===== config.mk =====
export PLATFORM = sky130hd
export DESIGN_NAME = rr_arbiter4_flat
export DESIGN_NICKNAME = d
export VERILOG_FILES = /design/src/rtl/rr_arbiter4_pkg.sv /design/src/rtl/rr_arbiter4_if.sv /design/src/rtl/rr_arbiter4_decoder2to4.sv /design/src/rtl/rr_arbiter4.sv /design/src/flat_wrapper.sv
export SDC_FILE = /design/constraint.sdc
export NUM_CORES = 1
export LEC_CHECK = 0
export ABC_AREA = 1
export CORE_ASPECT_RATIO = 1.25
export CORE_MARGIN = 4
export CORE_UTILIZATION = 30
export CTS_BUF_LIST = sky130_fd_sc_hd__clkbuf_4
export DETAILED_ROUTE_END_ITERATION = 16
export PLACE_DENSITY_LB_ADDON = 0.12
export REMOVE_ABC_BUFFERS = 1
export SETUP_SLACK_MARGIN = 0.15
export SYNTH_ARGS = -nofsm -noshare
export SYNTH_HDL_FRONTEND = slang
export SYNTH_SLANG_ARGS = --single-unit

===== constraint.sdc =====
create_clock -name clk -period 4.3 [get_ports clk]
set_clock_uncertainty 0.2 [all_clocks]
set_input_delay 0.86 -clock clk [delete_from_list [all_inputs] [get_ports clk]]
set_output_delay 0.86 -clock clk [all_outputs]
set_load 0.02 [all_outputs]

===== src/rtl/rr_arbiter4_pkg.sv =====
// rr_arbiter4_pkg: shared definitions for the four-way round-robin arbiter.
//   state_t  : arbiter FSM state encoding
//   NUM_REQ  : number of requesters sharing the resource
//   OWNER_W  : width of the owner / pointer index
package rr_arbiter4_pkg;

  typedef enum logic {
    IDLE  = 1'b0,
    GRANT = 1'b1
  } state_t;

  localparam int NUM_REQ = 4;
  localparam int OWNER_W = 2;

endpackage


===== src/rtl/rr_arbiter4_if.sv =====
// rr_arbiter4_if: request/grant bundle between requester agents and the arbiter.
//   req       : request vector, bit i = requester i
//   mask      : per-requester disable, a set bit hides the matching req bit
//   gnt       : one-hot grant, zero when no owner
//   gnt_id    : current owner index, qualified by gnt_valid
//   gnt_valid : a grant is held
//   timeout   : one-cycle pulse when a grant is forcibly revoked
// master = requester side, slave = arbiter side.
interface rr_arbiter4_if
  import rr_arbiter4_pkg::*;
  ();

  logic [NUM_REQ-1:0] req;
  logic [NUM_REQ-1:0] mask;
  logic [NUM_REQ-1:0] gnt;
  logic [OWNER_W-1:0] gnt_id;
  logic               gnt_valid;
  logic               timeout;

  modport master (
    output req, mask,
    input  gnt, gnt_id, gnt_valid, timeout
  );

  modport slave (
    input  req, mask,
    output gnt, gnt_id, gnt_valid, timeout
  );

endinterface


===== src/rtl/rr_arbiter4_decoder2to4.sv =====
// decoder2to4: 2:4 one-hot decoder with enable.
//   sel : 2-bit index
//   en  : when low the output is all-zero
//   dec : one-hot decode of sel
module decoder2to4 (
  input  logic [1:0] sel,
  input  logic       en,
  output logic [3:0] dec
);

  always_comb begin
    dec = 4'b0000;
    if (en) dec = 4'b0001 << sel;
  end

endmodule


===== src/rtl/rr_arbiter4.sv =====
// rr_arbiter4: round-robin arbiter sharing one resource among four requesters,
// with a bounded hold time per grant.
//   clk  : single clock, rising edge
//   rst  : synchronous active-high reset
//   bus  : rr_arbiter4_if slave modport (req/mask in, gnt/gnt_id/gnt_valid/timeout out)
// Parameters:
//   HOLD_MAX : maximum consecutive granted cycles, 1..2**CNT_W
//   CNT_W    : hold counter width
//
// state | meaning
// ------+-----------------------------------------------------------
// IDLE  | no owner; arbitrate eff_req starting at ptr
// GRANT | owner holds the resource until release, mask or timeout
module rr_arbiter4
  import rr_arbiter4_pkg::*;
  #(
    parameter int HOLD_MAX = 8,
    parameter int CNT_W    = 4
  ) (
    input  logic           clk,
    input  logic           rst,
    rr_arbiter4_if.slave   bus
  );

  // Terminal count of the hold counter: the grant has then been seen for
  // HOLD_MAX cycles, so the next edge revokes it.
  localparam logic [CNT_W-1:0] HOLD_LAST = CNT_W'(HOLD_MAX - 1);

  state_t             state;
  logic [OWNER_W-1:0] ptr;
  logic [OWNER_W-1:0] owner;
  logic               owner_valid;
  logic [CNT_W-1:0]   hold_cnt;
  logic               timeout_q;

  logic [NUM_REQ-1:0] eff_req;
  logic [OWNER_W-1:0] winner;
  logic               found;
  logic [NUM_REQ-1:0] gnt_dec;

  assign eff_req = bus.req & ~bus.mask;

  // First set bit of eff_req searching ptr, ptr+1, ... ; the index wraps
  // naturally in OWNER_W bits.
  always_comb begin
    found  = 1'b0;
    winner = ptr;
    for (int k = 0; k < NUM_REQ; k++) begin
      if (!found && eff_req[ptr + OWNER_W'(k)]) begin
        found  = 1'b1;
        winner = ptr + OWNER_W'(k);
      end
    end
  end

  always_ff @(posedge clk) begin
    if (rst) begin
      state       <= IDLE;
      ptr         <= '0;
      owner       <= '0;
      owner_valid <= 1'b0;
      hold_cnt    <= '0;
      timeout_q   <= 1'b0;
    end else begin
      timeout_q <= 1'b0;
      case (state)
        IDLE: begin
          if (found) begin
            state       <= GRANT;
            owner       <= winner;
            owner_valid <= 1'b1;
            hold_cnt    <= '0;
          end
        end
        GRANT: begin
          // owner is kept on release so gnt_id retains the last owner
          if (!eff_req[owner]) begin
            state       <= IDLE;
            owner_valid <= 1'b0;
            ptr         <= owner + 1'b1;
          end else if (hold_cnt == HOLD_LAST) begin
            state       <= IDLE;
            owner_valid <= 1'b0;
            ptr         <= owner + 1'b1;
            timeout_q   <= 1'b1;
          end else begin
            hold_cnt <= hold_cnt + 1'b1;
          end
        end
        default: state <= IDLE;
      endcase
    end
  end

  decoder2to4 u_dec (
    .sel (owner),
    .en  (owner_valid),
    .dec (gnt_dec)
  );

  assign bus.gnt       = gnt_dec;
  assign bus.gnt_id    = owner;
  assign bus.gnt_valid = owner_valid;
  assign bus.timeout   = timeout_q;

endmodule


===== src/flat_wrapper.sv =====
// flat-port wrapper written by rule: the top's interface ports become plain ports
module rr_arbiter4_flat import rr_arbiter4_pkg::*;
#(
    parameter int HOLD_MAX = 8,
    parameter int CNT_W    = 4
  )
  (clk, rst, bus_req, bus_mask, bus_gnt, bus_gnt_id, bus_gnt_valid, bus_timeout);
  rr_arbiter4_if bus_i ();
  input  logic clk;
  input  logic rst;
  input wire logic [$bits(bus_i.req)-1:0] bus_req;
  input wire logic [$bits(bus_i.mask)-1:0] bus_mask;
  output wire logic [$bits(bus_i.gnt)-1:0] bus_gnt;
  output wire logic [$bits(bus_i.gnt_id)-1:0] bus_gnt_id;
  output wire logic [$bits(bus_i.gnt_valid)-1:0] bus_gnt_valid;
  output wire logic [$bits(bus_i.timeout)-1:0] bus_timeout;
  assign bus_i.req = bus_req;
  assign bus_i.mask = bus_mask;
  assign bus_gnt = bus_i.gnt;
  assign bus_gnt_id = bus_i.gnt_id;
  assign bus_gnt_valid = bus_i.gnt_valid;
  assign bus_timeout = bus_i.timeout;
  rr_arbiter4 #(.HOLD_MAX(HOLD_MAX), .CNT_W(CNT_W)) u_core (.clk(clk), .rst(rst), .bus(bus_i));
endmodule

==> results.json, run 1 <==
{
  "finalCritPeriodShare": 0.636,
  "utilization": 0.407,
  "finalPower_w": 0.000683,
  "cts_tree": "built",
  "rsz0062_at_grt": "false",
  "cts-hold-fix-buffers": 0,
  "hold_viol": 0,
  "cp.arrival_ns": 1.68,
  "gp_congestion": 0.832,
  "port_buffers": 17,
  "insertedDiodeCount": 0,
  "cts_sinks": 11,
  "vias_per_cell": 4.73,
  "synth_warnings": 0,
  "relSlewSlack": 0.684,
  "drv_slew": 0,
  "critPathKind": "register to output port",
  "root_buffer": "clkbuf_4",
  "path_max_fanout": 6,
  "clockBufferDepth": 2,
  "synth_area_per_cell_sq_um": 6.43,
  "h-tree-depth": 1,
  "num_rows": 21,
  "synth_area_sq_um": 901,
  "drive_above_1_share": 0.144,
  "gr-total-overflow": 0,
  "setup_viol": 0,
  "finalNetCount": 176,
  "hp-class": "register to register",
  "grt_pass1_wl_mm": 3.73,
  "start_kind": "register",
  "pin_count": 18,
  "fin_crit_ns": 2.74,
  "tns_ns": 0,
  "pre_cts_ws_ns": 1.70,
  "antenna_found_initial": 0,
  "vias": 918,
  "cap_viol_max_count": 0,
  "end_kind": "output port",
  "fmax_mhz": 365,
  "coreArea_sq_um": 2790,
  "cts_setup_buffers": 0,
  "area_delta_synth_final_pct": 25.7,
  "synth_cell_types": 19,
  "peakVddDrop_mv": 0.271,
  "leakage_nw": 0.573,
  "path_clk_slew_ns": 0.07,
  "drt_iter0_drc": 23,
  "seq_area_frac_synth": 0.244,
  "post-dp-hpwl_mm": 1.73,
  "post-route-drc-count": 0,
  "cts_buffers": 3,
  "drt_wl_total_mm": 2.13,
  "worst_slew_pin_slew_ns": 0.474,
  "die_x_um": 57.0,
  "track_usage": 0.115,
  "first_pass_iters": 4,
  "placed_area_sq_um": 1100,
  "grt_pass1_vias": 903,
  "start_util": 0.323,
  "grt_max_degree": 10,
  "avgRoutedWirePerCell_um": 11.0,
  "fp.dieH_um": 69.3,
  "worst_slack_ns": 1.56,
  "outcome": "completed",
  "syn_inst": 140,
  "cellPowerDensity_nw_per_um2": 603,
  "required_ns": 3.24,
  "die_area_sq_um": 3950,
  "fin_area_sq_um": 1130,
  "postRouteAntennaNets": 0,
  "cts_resized": 0,
  "clk_latency_ns": 0.27,
  "ys_ff_latch": 11
}
[logic make-up after synthesis]
kind of cell	Yosys count	share of synthesized area
AOI/OAI and AO/OA	9	0.0542
xor gates and xnor gates	1	0.00972
adders and majority gates	5	0.0694
buffers and inverters	22	0.108
DFF	11	0.244
and+or+nand+nor	92	0.514
[placed cells by master (no fill, tap or decap)]
| master | instances |
|---|---|
| nor2_1 | 10 |
| o21ai_0 | 2 |
| inv_1 | 19 |
| a21oi_1 | 5 |
| xor2_1 | 1 |
| dfxtp_1 | 11 |
| inv_8 | 1 |
| nand3_2 | 5 |
| clkdlybuf4s50_1 | 17 |
| nand2_1 | 36 |
| a21oi_2 | 1 |
| nand3_1 | 30 |
| o21ai_1 | 1 |
| clkbuf_4 | 4 |
| nand2_2 | 7 |
| nor2_4 | 1 |
| nand2_4 | 2 |
| nand4_2 | 1 |
| inv_2 | 1 |
| ha_1 | 5 |
[worst paths after layout]
| check | startpoint | endpoint | slack, ns | depth (start not counted) |
|---|---|---|---|---|
| hold / removal | u_core.state | u_core.bus.timeout | 0.30 | 2 |
| hold reg to reg | u_core.state | u_core.bus.timeout | 0.30 | 2 |
| setup / recovery | u_core.bus.gnt_id[0] | bus_gnt[2] | 1.56 | 5 |
| setup reg to reg | u_core.ptr[0] | u_core.bus.gnt_id[0] | 2.42 | 11 |
[routing by layer]
| metal | up-vias | global-route usage | wire, um |
|---|---|---|---|
| li1 | 486 | - | - |
| met4 | 0 | 0.0541 | 47 |
| met5 | - | 0 | 0 |
| met1 | 413 | 0.130 | 924 |
| met2 | 15 | 0.202 | 1070 |
| met3 | 4 | 0.0205 | 94 |
[through the flow]
stage	instances	hold WS, ns
2_1_floorplan	139	0.262
3_3_place_gp	190	0.292
3_5_place_dp	190	0.293
5_1_grt	194	0.332
6_report	194	0.299
4_1_cts	194	0.305
[flip-flops by register name (all words and copies together), names as in the netlist]
signal,flops
u_core.bus.gnt_valid,1
u_core.bus.timeout,1
u_core.hold_cnt,4
u_core.state,1
u_core.bus.gnt_id,2
u_core.ptr,2
[final cells by class]
cell class | count | area (sq um)
Tap cell | 34 | 42.5
Clock buffer | 4 | 30.0
Sequential cell | 11 | 220
Multi-Input combinational cell | 107 | 583
Inverter | 21 | 86.3
Timing Repair Buffer | 17 | 170
Fill cell | 330 | 1650
[Yosys cell counts, drive strengths merged]
cell | n | area, sq um
a21oi | 6 | 33.8
buf | 1 | 11.3
dfxtp | 11 | 220
ha | 5 | 62.6
inv | 21 | 86.3
nand2 | 45 | 201
nand3 | 35 | 200
nand4 | 1 | 12.5
nor2 | 11 | 48.8
o21ai | 3 | 15.0
xor2 | 1 | 8.76
[power breakdown]
part           internal, W  switching, W
combinational     0.000159      0.000276
sequential        0.000128     0.0000430
clock            0.0000423     0.0000354
total             0.000329      0.000354
[worst max-delay path, stage by stage (launching register included)]
cell and delay, ns:
dfxtp_1 0.36, inv_1 0.18, ha_1 0.17, nand2_1 0.05, inv_1 0.05, clkdlybuf4s50_1 0.59
(Power assumes the default switching activity.)
==> run 2: changes to the inputs <==
==> constraint.sdc (replaced) <==
create_clock -name clk -period 2.7 [get_ports clk]
set_clock_uncertainty 0.2 [all_clocks]
set_input_delay 0.54 -clock clk [delete_from_list [all_inputs] [get_ports clk]]
set_output_delay 0.54 -clock clk [all_outputs]
set_load 0.02 [all_outputs]
==> results.json, run 2 (synthesis results as in run 1) <==
{
  "fin_area_sq_um": 1130,
  "cts_setup_buffers": 0,
  "slowest_delay_ns": 0.59,
  "grt_pass1_wl_mm": 3.83,
  "regMostFlops": "u_core.hold_cnt",
  "wirelength_met1_um": 861,
  "start_kind": "register",
  "antenna_found_initial": 0,
  "leakage_nw": 0.573,
  "gp_congestion": 0.832,
  "largest_reg_flops": 4,
  "grt_max_degree": 10,
  "required_ns": 1.96,
  "cpMostUsedCell": "inv_1",
  "crit_path_top_delay_cell": "clkdlybuf4s50_1",
  "fin_crit_ns": 2.41,
  "cts-hold-fix-buffers": 0,
  "fmax_mhz": 415,
  "drv_slew": 0,
  "cap_viol_max_count": 0,
  "final_common_cell": "nand2_1",
  "fp.dieH_um": 69.3,
  "path_cells": "inv_1, ha_1, nand2_1, inv_1, clkdlybuf4s50_1",
  "port_buffers": 17,
  "hold_ws_ns": 0.305,
  "h-tree-depth": 1,
  "drt_iter0_drc": 38,
  "post-dp-hpwl_mm": 1.73,
  "path_clk_slew_ns": 0.06,
  "area_delta_synth_final_pct": 25.7,
  "coreArea_sq_um": 2790,
  "cts_resized": 0,
  "relSlewSlack": 0.689,
  "vias_per_cell": 4.90,
  "worst_slew_pin_slew_ns": 0.465,
  "first_pass_iters": 4,
  "crit_family": "buffers and inverters",
  "multi_input_area_sq_um": 583,
  "vias": 950,
  "clockBufferDepth": 2,
  "post-route-drc-count": 0,
  "wl_met2_mm": 1.12,
  "gr-total-overflow": 0,
  "hp-class": "register to register",
  "drt_wl_total_mm": 2.14,
  "avgRoutedWirePerCell_um": 11.0,
  "cts_tree": "built",
  "pin_count": 18,
  "num_rows": 21,
  "finalNetCount": 176,
  "critPathKind": "register to output port",
  "finalCritPeriodShare": 0.893,
  "outcome": "completed",
  "final_cell_mix": "36 x nand2_1, 30 x nand3_1, 19 x inv_1",
  "cp.arrival_ns": 1.67,
  "cellPowerDensity_nw_per_um2": 955,
  "end_kind": "output port",
  "setup_viol": 0,
  "hold_viol": 0,
  "start_util": 0.323,
  "die_x_um": 57.0,
  "cts_buffers": 3,
  "grt_pass1_vias": 929,
  "insertedDiodeCount": 0,
  "placed_area_sq_um": 1100,
  "fillers": 323,
  "wl_met3_um": 123,
  "path_buf_inv": 3,
  "top_layer_used": "met4",
  "track_usage": 0.116,
  "die_area_sq_um": 3950,
  "seq_area_sq_um": 220,
  "root_buffer": "clkbuf_4",
  "peakVddDrop_mv": 0.436,
  "cts_sinks": 11,
  "postRouteAntennaNets": 0,
  "drive_above_1_share": 0.144,
  "clk_latency_ns": 0.27,
  "tns_ns": 0,
  "rsz0062_at_grt": "false",
  "path_max_fanout": 6
}
==> run 2: per-layer routing <==
| layer | GRT usage | up-vias |
|---|---|---|
| li1 | - | 493 |
| met1 | 0.131 | 423 |
| met2 | 0.205 | 29 |
| met3 | 0.0242 | 5 |
| met4 | 0.0515 | 0 |
| met5 | 0 | - |
==> run 2: worst min-delay path, cell delays in order (launching register included) <==
cell and delay (ns):
dfxtp_1 0.33, nand3_1 0.08, a21oi_1 0.05
==> run 2: metrics by stage <==
step	util	setup slack, ns	std cells	total power [W]
after floorplan	-	0.955	139	0.000784
after global placement	0.396	0.449	190	0.000975
after detailed placement	0.396	0.445	190	0.000977
after CTS	0.407	0.259	194	0.00110
after global routing	0.407	0.154	194	0.00120
final	0.407	0.288	194	0.00108
==> run 2: layout make-up <==
type                       count  area share
sequential                    11       0.194
clock buffer                   4      0.0265
tap                           34      0.0376
inverter                      21      0.0762
multi-input combinational    107       0.515
timing repair buffer          17       0.150
==> run 2: path summary, 6_finish.rpt <==
| check | slack [ns] | end | depth (start not counted) | from |
|---|---|---|---|---|
| setup / recovery | 0.29 | bus_gnt[2] | 5 | u_core.bus.gnt_id[0] |
| setup reg to reg | 0.84 | u_core.bus.gnt_id[0] | 11 | u_core.ptr[0] |
| hold reg to reg | 0.31 | u_core.hold_cnt[1] | 2 | u_core.hold_cnt[1] |
| hold / removal | 0.31 | u_core.hold_cnt[1] | 2 | u_core.hold_cnt[1] |
==> run 2: where the power goes <==
| part | total (W) | internal, W | switching [W] |
|---|---|---|---|
| combinational | 0.000689 | 0.000253 | 0.000437 |
| sequential | 0.000272 | 0.000204 | 0.0000683 |
| clock | 0.000119 | 0.0000673 | 0.0000522 |
==> run 3: changes to the inputs <==
--- a/config.mk
+++ b/config.mk
@@ -6,7 +6,7 @@
 export NUM_CORES = 1
 export LEC_CHECK = 0
 export ABC_AREA = 1
-export CORE_ASPECT_RATIO = 1.25
+export CORE_ASPECT_RATIO = 1.2
 export CORE_MARGIN = 4
 export CORE_UTILIZATION = 30
 export CTS_BUF_LIST = sky130_fd_sc_hd__clkbuf_4
==> results.json, run 3 (synthesis results as in run 1) <==
{
  "crit_family": "buffers and inverters",
  "die_area_sq_um": 3950,
  "hold_viol": 0,
  "h-tree-depth": 1,
  "vias_per_cell": 4.77,
  "track_usage": 0.128,
  "pin_count": 18,
  "post-dp-hpwl_mm": 1.79,
  "slowest_delay_ns": 0.60,
  "relSlewSlack": 0.695,
  "area_delta_synth_final_pct": 25.6,
  "clk_latency_ns": 0.28,
  "rsz0062_at_grt": "false",
  "grt_max_degree": 10,
  "setup_viol": 0,
  "drv_slew": 0,
  "cts_setup_buffers": 0,
  "final_cell_mix": "36 x nand2_1, 30 x nand3_1, 19 x inv_1",
  "critPathKind": "register to output port",
  "gp_congestion": 0.804,
  "hp-class": "register to register",
  "postRouteAntennaNets": 0,
  "cap_viol_max_count": 0,
  "fp.dieH_um": 68.0,
  "clockBufferDepth": 2,
  "drt_wl_total_mm": 2.15,
  "path_max_fanout": 6,
  "start_util": 0.317,
  "finalCritPeriodShare": 0.894,
  "leakage_nw": 0.572,
  "grt_pass1_vias": 895,
  "crit_path_top_delay_cell": "clkdlybuf4s50_1",
  "end_kind": "output port",
  "fin_crit_ns": 2.41,
  "drive_above_1_share": 0.150,
  "path_cells": "inv_1, ha_1, nand2_1, inv_1, clkdlybuf4s50_1",
  "cts_sinks": 11,
  "path_clk_slew_ns": 0.08,
  "final_common_cell": "nand2_1",
  "insertedDiodeCount": 0,
  "path_buf_inv": 3,
  "start_kind": "register",
  "cp.arrival_ns": 1.67,
  "regMostFlops": "u_core.hold_cnt",
  "vias": 925,
  "die_x_um": 58.0,
  "worst_slew_pin_slew_ns": 0.457,
  "fin_cells": 194,
  "drt_iter0_drc": 23,
  "peakVddDrop_mv": 0.437,
  "cts_buffers": 3,
  "finalPower_w": 0.00108,
  "fmax_mhz": 414,
  "gr-total-overflow": 0,
  "grt_pass1_wl_mm": 3.95,
  "outcome": "completed",
  "utilization": 0.399,
  "finalNetCount": 176,
  "num_rows": 21,
  "avgRoutedWirePerCell_um": 11.1,
  "post-route-drc-count": 0,
  "fillers": 320,
  "cts_tree": "built",
  "root_buffer": "clkbuf_4",
  "largest_reg_flops": 4,
  "port_buffers": 17,
  "tns_ns": 0,
  "first_pass_iters": 4,
  "antenna_found_initial": 0,
  "cellPowerDensity_nw_per_um2": 953,
  "cpMostUsedCell": "inv_1",
  "place_inst": 190,
  "required_ns": 1.96,
  "coreArea_sq_um": 2840
}
==> run 3: cell count changes in the layout (fill, tap and decap cells not counted) <==
cell	change
clkbuf_4	-1
clkinv_2	+1
dfxtp_1	-1
dfxtp_2	+1
==> run 3: power by group <==
part | switching (W) | total, W | leakage, nW | internal, W
sequential | 0.0000673 | 0.000272 | 0.0905 | 0.000205
combinational | 0.000437 | 0.000689 | 0.464 | 0.000253
clock | 0.0000611 | 0.000116 | 0.0177 | 0.0000549
==> run 3: timing repair <==
action,in CTS,in global routing
gates resized for setup,0,1
setup endpoints to repair,0,2
hold buffers,0,0
==> run 3: cell type report <==
cell class                      count  area, sq um  area share
Clock buffer                        3         22.5      0.0199
Clock inverter                      1         5.00     0.00442
Inverter                           21         86.3      0.0763
Multi-Input combinational cell    107          583       0.515
Sequential cell                    11          221       0.196
Tap cell                           34         42.5      0.0376
Timing Repair Buffer               17          170       0.150
==> run 3: final timing paths <==
check                            start                    to  slack (ns)  cells after the start
setup reg to reg         u_core.ptr[0]  u_core.bus.gnt_id[0]        0.83                     11
hold / removal      u_core.hold_cnt[1]    u_core.hold_cnt[1]        0.30                      2
setup / recovery  u_core.bus.gnt_id[0]            bus_gnt[2]        0.29                      5
hold reg to reg     u_core.hold_cnt[1]    u_core.hold_cnt[1]        0.30                      2
==> run 3: metrics by stage <==
stage          area (sq um)  hold slack [ns]  setup WS (ns)
2_1_floorplan           890            0.262          0.955
3_3_place_gp           1100            0.293          0.411
3_5_place_dp           1100            0.297          0.402
4_1_cts                1130            0.308          0.233
5_1_grt                1130            0.345          0.166
6_report               1130            0.304          0.286
==> run 3: worst reg2reg max path: stages, from the launching register on <==
cell	delay, ns
dfxtp_1	0.60
inv_8	0.08
nand3_1	0.14
nand3_2	0.11
nand2_4	0.10
nand2_2	0.06
nor2_4	0.12
nand2_2	0.07
nand2_1	0.07
nand2_1	0.04
nor2_1	0.12
nor2_1	0.05
==> run 3: routing by layer <==
metal | vias up | routed length, um | global-route usage
met5 | - | 0 | 0
met4 | 0 | 29 | 0.0667
met3 | 4 | 80 | 0.0189
met2 | 17 | 1080 | 0.229
met1 | 413 | 959 | 0.145
li1 | 491 | - | -
